[src/rtl/image_loader_if.sv]
// Pixel-beat handshake between the input pins and the image loader.
interface image_loader_if #(
  parameter int unsigned WORD = 8
) ();
  logic [WORD-1:0] data_in;
  logic            data_valid;
  logic            data_ready;

  modport master (output data_in, output data_valid, input data_ready);
  modport slave  (input data_in, input data_valid, output data_ready);
endinterface

[src/rtl/image_loader.sv]
// Collects binarized image beats into a flat pixel register while the sequencer is in load,
// then pulses load_done and holds the image for layer 1 until the next load begins.
module image_loader #(
  parameter int unsigned IMG_W = 28,
  parameter int unsigned IMG_H = 28,
  parameter int unsigned WORD  = 8
) (
  input  logic                   clk,
  input  logic                   rst,
  input  logic [2:0]             state,
  image_loader_if.slave          bus,
  output logic                   load_done,
  output logic                   image_valid,
  output logic [IMG_W*IMG_H-1:0] pixels
);

  localparam int unsigned NPIX  = IMG_W * IMG_H;
  localparam int unsigned BEATS = NPIX / WORD;
  localparam int unsigned CNT_W = (BEATS > 1) ? $clog2(BEATS) : 1;
  localparam logic [2:0]  ST_LOAD = 3'b001;

  typedef enum logic [1:0] {L_WAIT, L_FILL, L_DONE} lstate_t;

  lstate_t          ls_q, ls_d;
  logic [CNT_W-1:0] cnt_q;
  logic             ready_q;
  logic             start_c, abort_c, accept_c, last_c;
  logic             in_load_c;

  assign in_load_c      = (state == ST_LOAD);
  assign bus.data_ready = ready_q;

  // Loader state register
  always_ff @(posedge clk) begin
    if (rst) ls_q <= L_WAIT;
    else     ls_q <= ls_d;
  end

  // Next-state and per-cycle control decode; abort wins over a same-cycle beat
  always_comb begin
    ls_d     = ls_q;
    start_c  = 1'b0;
    abort_c  = 1'b0;
    accept_c = 1'b0;
    last_c   = 1'b0;
    unique case (ls_q)
      L_WAIT: begin
        if (in_load_c) begin
          ls_d    = L_FILL;
          start_c = 1'b1;
        end
      end
      L_FILL: begin
        if (!in_load_c) begin
          ls_d    = L_WAIT;
          abort_c = 1'b1;
        end else if (bus.data_valid) begin
          accept_c = 1'b1;
          if (cnt_q == CNT_W'(BEATS - 1)) begin
            ls_d   = L_DONE;
            last_c = 1'b1;
          end
        end
      end
      L_DONE: begin
        if (!in_load_c) ls_d = L_WAIT;
      end
      default: ls_d = L_WAIT;
    endcase
  end

  // Beat counter, pixel register and registered status outputs
  always_ff @(posedge clk) begin
    if (rst) begin
      cnt_q       <= '0;
      ready_q     <= 1'b0;
      load_done   <= 1'b0;
      image_valid <= 1'b0;
      pixels      <= '0;
    end else begin
      ready_q   <= (ls_d == L_FILL);
      load_done <= last_c;
      if (start_c || abort_c) cnt_q <= '0;
      if (start_c) image_valid <= 1'b0;
      if (accept_c) begin
        pixels[32'(cnt_q) * WORD +: WORD] <= bus.data_in;
        cnt_q <= last_c ? '0 : cnt_q + CNT_W'(1);
      end
      if (last_c) image_valid <= 1'b1;
    end
  end

endmodule

[src/flat_wrapper.sv]
// flat-port wrapper written by rule: the top's interface ports become plain ports
module image_loader_flat 
#(
  parameter int unsigned IMG_W = 28,
  parameter int unsigned IMG_H = 28,
  parameter int unsigned WORD  = 8
)
  (clk, rst, state, load_done, image_valid, pixels, bus_data_in, bus_data_valid, bus_data_ready);
  image_loader_if #(.WORD(WORD)) bus_i ();
  input  logic clk;
  input  logic rst;
  input  logic [2:0] state;
  output logic load_done;
  output logic image_valid;
  output logic [IMG_W*IMG_H-1:0] pixels;
  input wire logic [$bits(bus_i.data_in)-1:0] bus_data_in;
  input wire logic [$bits(bus_i.data_valid)-1:0] bus_data_valid;
  output wire logic [$bits(bus_i.data_ready)-1:0] bus_data_ready;
  assign bus_i.data_in = bus_data_in;
  assign bus_i.data_valid = bus_data_valid;
  assign bus_data_ready = bus_i.data_ready;
  image_loader #(.IMG_W(IMG_W), .IMG_H(IMG_H), .WORD(WORD)) u_core (.clk(clk), .rst(rst), .state(state), .bus(bus_i), .load_done(load_done), .image_valid(image_valid), .pixels(pixels));
endmodule
[config.mk]
export PLATFORM = sky130hd
export DESIGN_NAME = image_loader_flat
export DESIGN_NICKNAME = d
export VERILOG_FILES = /design/src/rtl/image_loader_if.sv /design/src/rtl/image_loader.sv /design/src/flat_wrapper.sv
export SDC_FILE = /design/constraint.sdc
export NUM_CORES = 2
export LEC_CHECK = 0
export ABC_AREA = 1
export CORE_AREA = 5 5 312 314
export CTS_CLUSTER_SIZE = 16
export DETAILED_ROUTE_END_ITERATION = 10
export DIE_AREA = 0 0 317 319
export GPL_TIMING_DRIVEN = 0
export PLACE_DENSITY_LB_ADDON = 0.05
export SLEW_MARGIN = 20
export SYNTH_ARGS = -nofsm -noshare
export SYNTH_HDL_FRONTEND = slang
export SYNTH_SLANG_ARGS = --single-unit
[constraint.sdc]
create_clock -name clk -period 2.8 [get_ports clk]
set_input_delay 0.56 -clock clk [delete_from_list [all_inputs] [get_ports clk]]
set_output_delay 0.56 -clock clk [all_outputs]
set_load 0.03 [all_outputs]
After elaboration in Yosys (flattened, before gate mapping)
Cells that the tools add are included.
Widths: inputs -> output; s select.

word-level totals
  memories = 0
  memory bits (read-only) = 0
  register bits after elaboration = 796
  output and inout port bits = 787
  bits of input ports = 14
  latch bits = 0
  RAM bits = 0

operators by class
  $lt $le $gt $ge = 0
  add/sub/neg operators = 2
  bitwise gates (word level) = 0
  eq/ne operators = 5
  shift operators = 2
  divide/modulo/power cells = 0
  $mul = 0
  multiplexer cells = 23
  reductions and logical operators = 4

operator list
  kind                      number
  $bwmux 784                1
  $shift 8x34->784 const A  1
  $shiftx 8x34->784         1
  $neg 10->34               1
  $mux 7                    3
  $mux 1                    13
  $mux 2                    5
  $add 7x1->7 const B       1
  $eq 7x7->1 const B        1
  $pmux 2 s3                1
  $eq 2x1->1 const B        2
  $reduce_bool 2->1         2
  $eq 3x1->1 const B        1
  $eq 2x2->1 const B        1
  $logic_not 2->1           1
  $logic_or 1x1->1          1

Longest topological paths before layout
  word-level depth = 7
  depth in mapped cells = 17
  depth with buffers taken out = 15

Worst setup path after synthesis
Ideal clock, no wire load.

  kind = flip-flop to flip-flop
  start point = register u_core.cnt_q[0]
  end point = register u_core.pixels[456]
  slack = 70 ps
  cell stages (with the launch flop) = 16
  data required time = 2,684 ps
  path buffers = 3
  arrival time = 2,614 ps
  cell sequence = dfxtp_1 buf_2 inv_2 ha_1 nand2_2 nor2_1 ha_1 clkbuf_1 nand3_2 inv_2 nand2_1 buf_2 nor2_2 inv_2 nor2_1 nor2_1

between the ends
  cells in the longest elaborated chain, start to end = 3

ends and longest elaborated chain
  element                                                RTL line            RTL
  from (decl)                                            image_loader.sv:25  logic [CNT_W-1:0] cnt_q;
  from (signal assigned)                                 image_loader.sv:87  cnt_q <= last_c ? '0 : cnt_q + CNT_W'(1);
  $neg 10->34 *                                          image_loader.sv:86  pixels[32'(cnt_q) * WORD +: WORD] <= bus.data_in;
  $shiftx 8x34->784 or $shift 8x34->784 (tied branches)  image_loader.sv:86
  $bwmux 784 *                                           image_loader.sv:86
  to (signal, indexed assignment)                        image_loader.sv:86
  to (decl)                                              image_loader.sv:14  output logic [IMG_W*IMG_H-1:0] pixels

Every way passes the cells marked *; elsewhere a longest branch is shown, timed or not.
A chain may end at the register's enable or synchronous reset.

Final worst setup path
  start point = register u_core.cnt_q[2]
  end point = register u_core.pixels[216]

Same word-level chain as after synthesis.

==> metrics.yaml <==
status: "finished, violations left"
violations: "negative setup slack"
clkLatencyLatePin_ns: 0.68
max_stage_delay_ns: 0.36
gp_congestion: 1.00
regToRegStartpoint: "u_core.cnt_q[2]$_SDFFE_PP0P_"
start_kind: "register"
cts_buffer_depth: 3
die_w_um: 317
fin_worst_skew_ns: 0.0150
die_h_um: 319
dpl.hpwl_um: 142000
drtIter0Drc: 3458
dr.pass1.iters: 6
ys_seq_area_share_pct: 48.1
nets: 5884
cts_tree: "built"
worst_pin_slew_ns: 1.11
root_buffer: "clkbuf_16"
grt_use_met2_pct: 58.0
cts_max_level: 3
setup_viol: 6
start_util_pct: 35.1
grt_pass1_wl_um: 246000
ys_ff_latch: 796
grt_usage_pct: 33.6
holdWs_ns: 0.467
netlist_area_um2: 33100
hold_buffers: 0
crit_path_end_kind: "register"
path_clk_slew_ns: 0.06
cts_buffers: 91
die_area_um2: 101000
ys_top_cells_by_area: "dfxtp_1 48%, nor2_1 17%, nand2_1 8.1%"
synth_top_area_share_pct: 48.1
grt_antenna_before_repair: 7
power.leakage_nw: 19.8
n_fill_cell: 9578
worst-endpoint-required_ns: 3.40
fin_ws_ns: -0.0453
path_class: "register to register"
crit_fanout: 10
synth_fp_nets: 4869
r2r_setup_slack_ns: -0.05
grt-ovfl-total: 0
synthCells: 4851
hold_viol_final: 0
hp-class: "register to register"
crit_slowest_cell: "clkbuf_4"
postRouteAntennaNets: 0
post-route-util_pct: 51.9
use_met3_pct: 9.10
place_ws_ns: -1.33
crit_chain: "buf_2 > nor2_4 > nand3_1 > nand2_2 > buf_2 > buf_4 > clkbuf_4 > nand4_1 > nand2_1 > nand2_1 > nor2_1"
route.vias.total: 36500
grt_busiest_layer: "met2"
period_share_pct: 102
netlist-cell-type-count: 37
synth_warnings: 0
drive_above_1_share_pct: 13.4
r2r_cells: 11
synth_largest_area_cell: "dfxtp_1"
cts_sinks: 796
grt_max_degree: 17
core_um2: 94300
rows: 113
final_max_slew_viol_count: 0
endpoint: "u_core.pixels[216]$_SDFFE_PP0P_"
pin_count: 801
critPathArrivalTime_ns: 3.44
viasPerCell: 5.07
drt-total-wl_um: 180000
min_period_ns: 2.85
vdd_ir_drop_max_v: 0.000414
fmax_ghz: 0.351
r2r_end: "u_core.pixels[216]$_SDFFE_PP0P_"
startpoint: "u_core.cnt_q[2]$_SDFFE_PP0P_"
drv_cap: 0
relSlewSlack_pct: 26.2
synth.avg_cell_area_um2: 6.82
grt_pass1_vias: 33500
drc: 0
rsz0062_at_grt: "true"
power_density_nw_per_um2: 483
wire_per_inst_um: 25.0
met1_usage_pct: 39.6
area_growth_pct: 47.9
portBuffers: 800
## where the power goes
| group | total, mW | internal (mW) | switching, mW | leakage (nW) |
|---|---|---|---|---|
| combinational | 0.643 | 0.155 | 0.488 | 12.0 |
| sequential | 11.3 | 11.3 | 0.00104 | 6.41 |
| clock | 11.7 | 6.66 | 5.00 | 1.41 |
| total | 23.6 | 18.1 | 5.49 | 19.8 |
## synthesized netlist by cell type
| master | n |
|---|---|
| a211oi_1 | 3 |
| a21oi_1 | 174 |
| a22oi_1 | 1 |
| a31o_2 | 1 |
| a31oi_1 | 9 |
| buf_1 | 42 |
| buf_2 | 115 |
| buf_4 | 4 |
| buf_6 | 1 |
| clkbuf_1 | 103 |
| clkinv_1 | 3 |
| dfxtp_1 | 796 |
| ha_1 | 4 |
| inv_1 | 387 |
| inv_2 | 37 |
| inv_4 | 1 |
| nand2_1 | 717 |
| nand2_2 | 7 |
| nand2_4 | 1 |
| nand3_1 | 265 |
| nand3_2 | 9 |
| nand4_1 | 47 |
| nand4_2 | 1 |
| nor2_1 | 1492 |
| nor2_2 | 33 |
| nor2_4 | 4 |
| nor2_8 | 1 |
| nor3_1 | 64 |
| nor3_2 | 1 |
| nor3_4 | 1 |
| nor4_1 | 9 |
| o21ai_0 | 485 |
| o21ai_1 | 25 |
| o21bai_1 | 1 |
| or2_2 | 4 |
| xor2_1 | 2 |
| xor2_4 | 1 |
## through the flow
step	setup TNS (ns)	instances	power (mW)	area (µm²)
after floorplan	0	4851	11.9	33100
after global placement	-713.96	6916	12.2	42700
after detailed placement	-711.96	6916	12.2	42700
after CTS	0	7118	23.8	47400
after global routing	-4.82	7199	24.3	48900
final	-0.137	7205	23.6	49000
## cell type report
| cell class | count | area [µm²] | share of cell area [%] |
|---|---|---|---|
| inverter | 428 | 1650 | 3.37 |
| buffer | 255 | 1650 | 3.36 |
| timing repair buffer | 929 | 9140 | 18.7 |
| tap | 1265 | 1580 | 3.23 |
| clock inverter | 22 | 181 | 0.371 |
| antenna | 7 | 17.5 | 0.0358 |
| multi-input combinational | 3365 | 16100 | 32.9 |
| clock buffer | 138 | 2670 | 5.46 |
| sequential | 796 | 15900 | 32.6 |
## state kept, by name, indices dropped and copies added, names as in the netlist
signal / count
u_core.pixels: 784
u_core.load_done: 1
u_core.cnt_q: 7
u_core.ls_q: 2
u_core.image_valid: 1
u_core.bus.data_ready: 1
## placed cells by master (no fill, tap or decap), drive strengths merged
| master | instances |
|---|---|
| nor4 | 9 |
| nor3 | 66 |
| clkbuf | 262 |
| a31oi | 9 |
| xor2 | 3 |
| nand4 | 48 |
| nand2 | 725 |
| diode | 7 |
| o21bai | 1 |
| a31o | 1 |
| a211oi | 3 |
| ha | 4 |
| o21ai | 510 |
| nand3 | 277 |
| or2 | 4 |
| a22oi | 1 |
| clkinv | 18 |
| dfxtp | 796 |
| buf | 260 |
| nor2 | 1530 |
| inv | 428 |
| a21oi | 174 |
| bufinv | 1 |
| clkdlybuf4s50 | 800 |
| clkinvlp | 3 |
## logic make-up (layout without fill, tap and decap cells)
group,after synthesis,in the layout,synth area share [%]
AOI/OAI and AO/OA,699,699,10.7
xor gates and xnor gates,3,3,0.136
adders and majority gates,4,4,0.151
buffers and inverters,693,1772,8.37
DFF,796,796,48.1
other,0,7,0
and+or+nand+nor,2656,2659,32.5
## worst min path at each step
stage / from / to / slack (ns) / cells past startpoint
4_1_cts: u_core.pixels[751]$_SDFFE_PP0P_ / u_core.pixels[751]$_SDFFE_PP0P_ / 0.47 / 2
2_1_floorplan: u_core.cnt_q[6]$_SDFFE_PP0P_ / u_core.cnt_q[6]$_SDFFE_PP0P_ / 0.48 / 2
3_3_place_gp: u_core.pixels[751]$_SDFFE_PP0P_ / u_core.pixels[751]$_SDFFE_PP0P_ / 0.45 / 2
6_report: u_core.pixels[751]$_SDFFE_PP0P_ / u_core.pixels[751]$_SDFFE_PP0P_ / 0.47 / 2
3_5_place_dp: u_core.pixels[751]$_SDFFE_PP0P_ / u_core.pixels[751]$_SDFFE_PP0P_ / 0.46 / 2
5_1_grt: u_core.pixels[751]$_SDFFE_PP0P_ / u_core.pixels[751]$_SDFFE_PP0P_ / 0.48 / 2
## per-layer routing
metal  wire length (µm)  vias up
met3              16800      334
met1              68100    17300
li1                   -    17400
met2              86900     1543
met4               8060        0
met5                  0        -
## timing repair
action | 4_1_cts | 5_1_grt
gates resized for setup | 421 | 321
buffers inserted | 49 | 73
endpoints found under the setup margin | 784 | 742
pin swaps | 36 | 62
cloned | 0 | 10
## critical path: cells and delay by family (launching register included)
kind                   cells  cell delay (ns)
and+or+nand+nor            7             1.29
DFF                        1             0.29
buffers and inverters      4             1.17
Power figures use the tool's default switching activity.
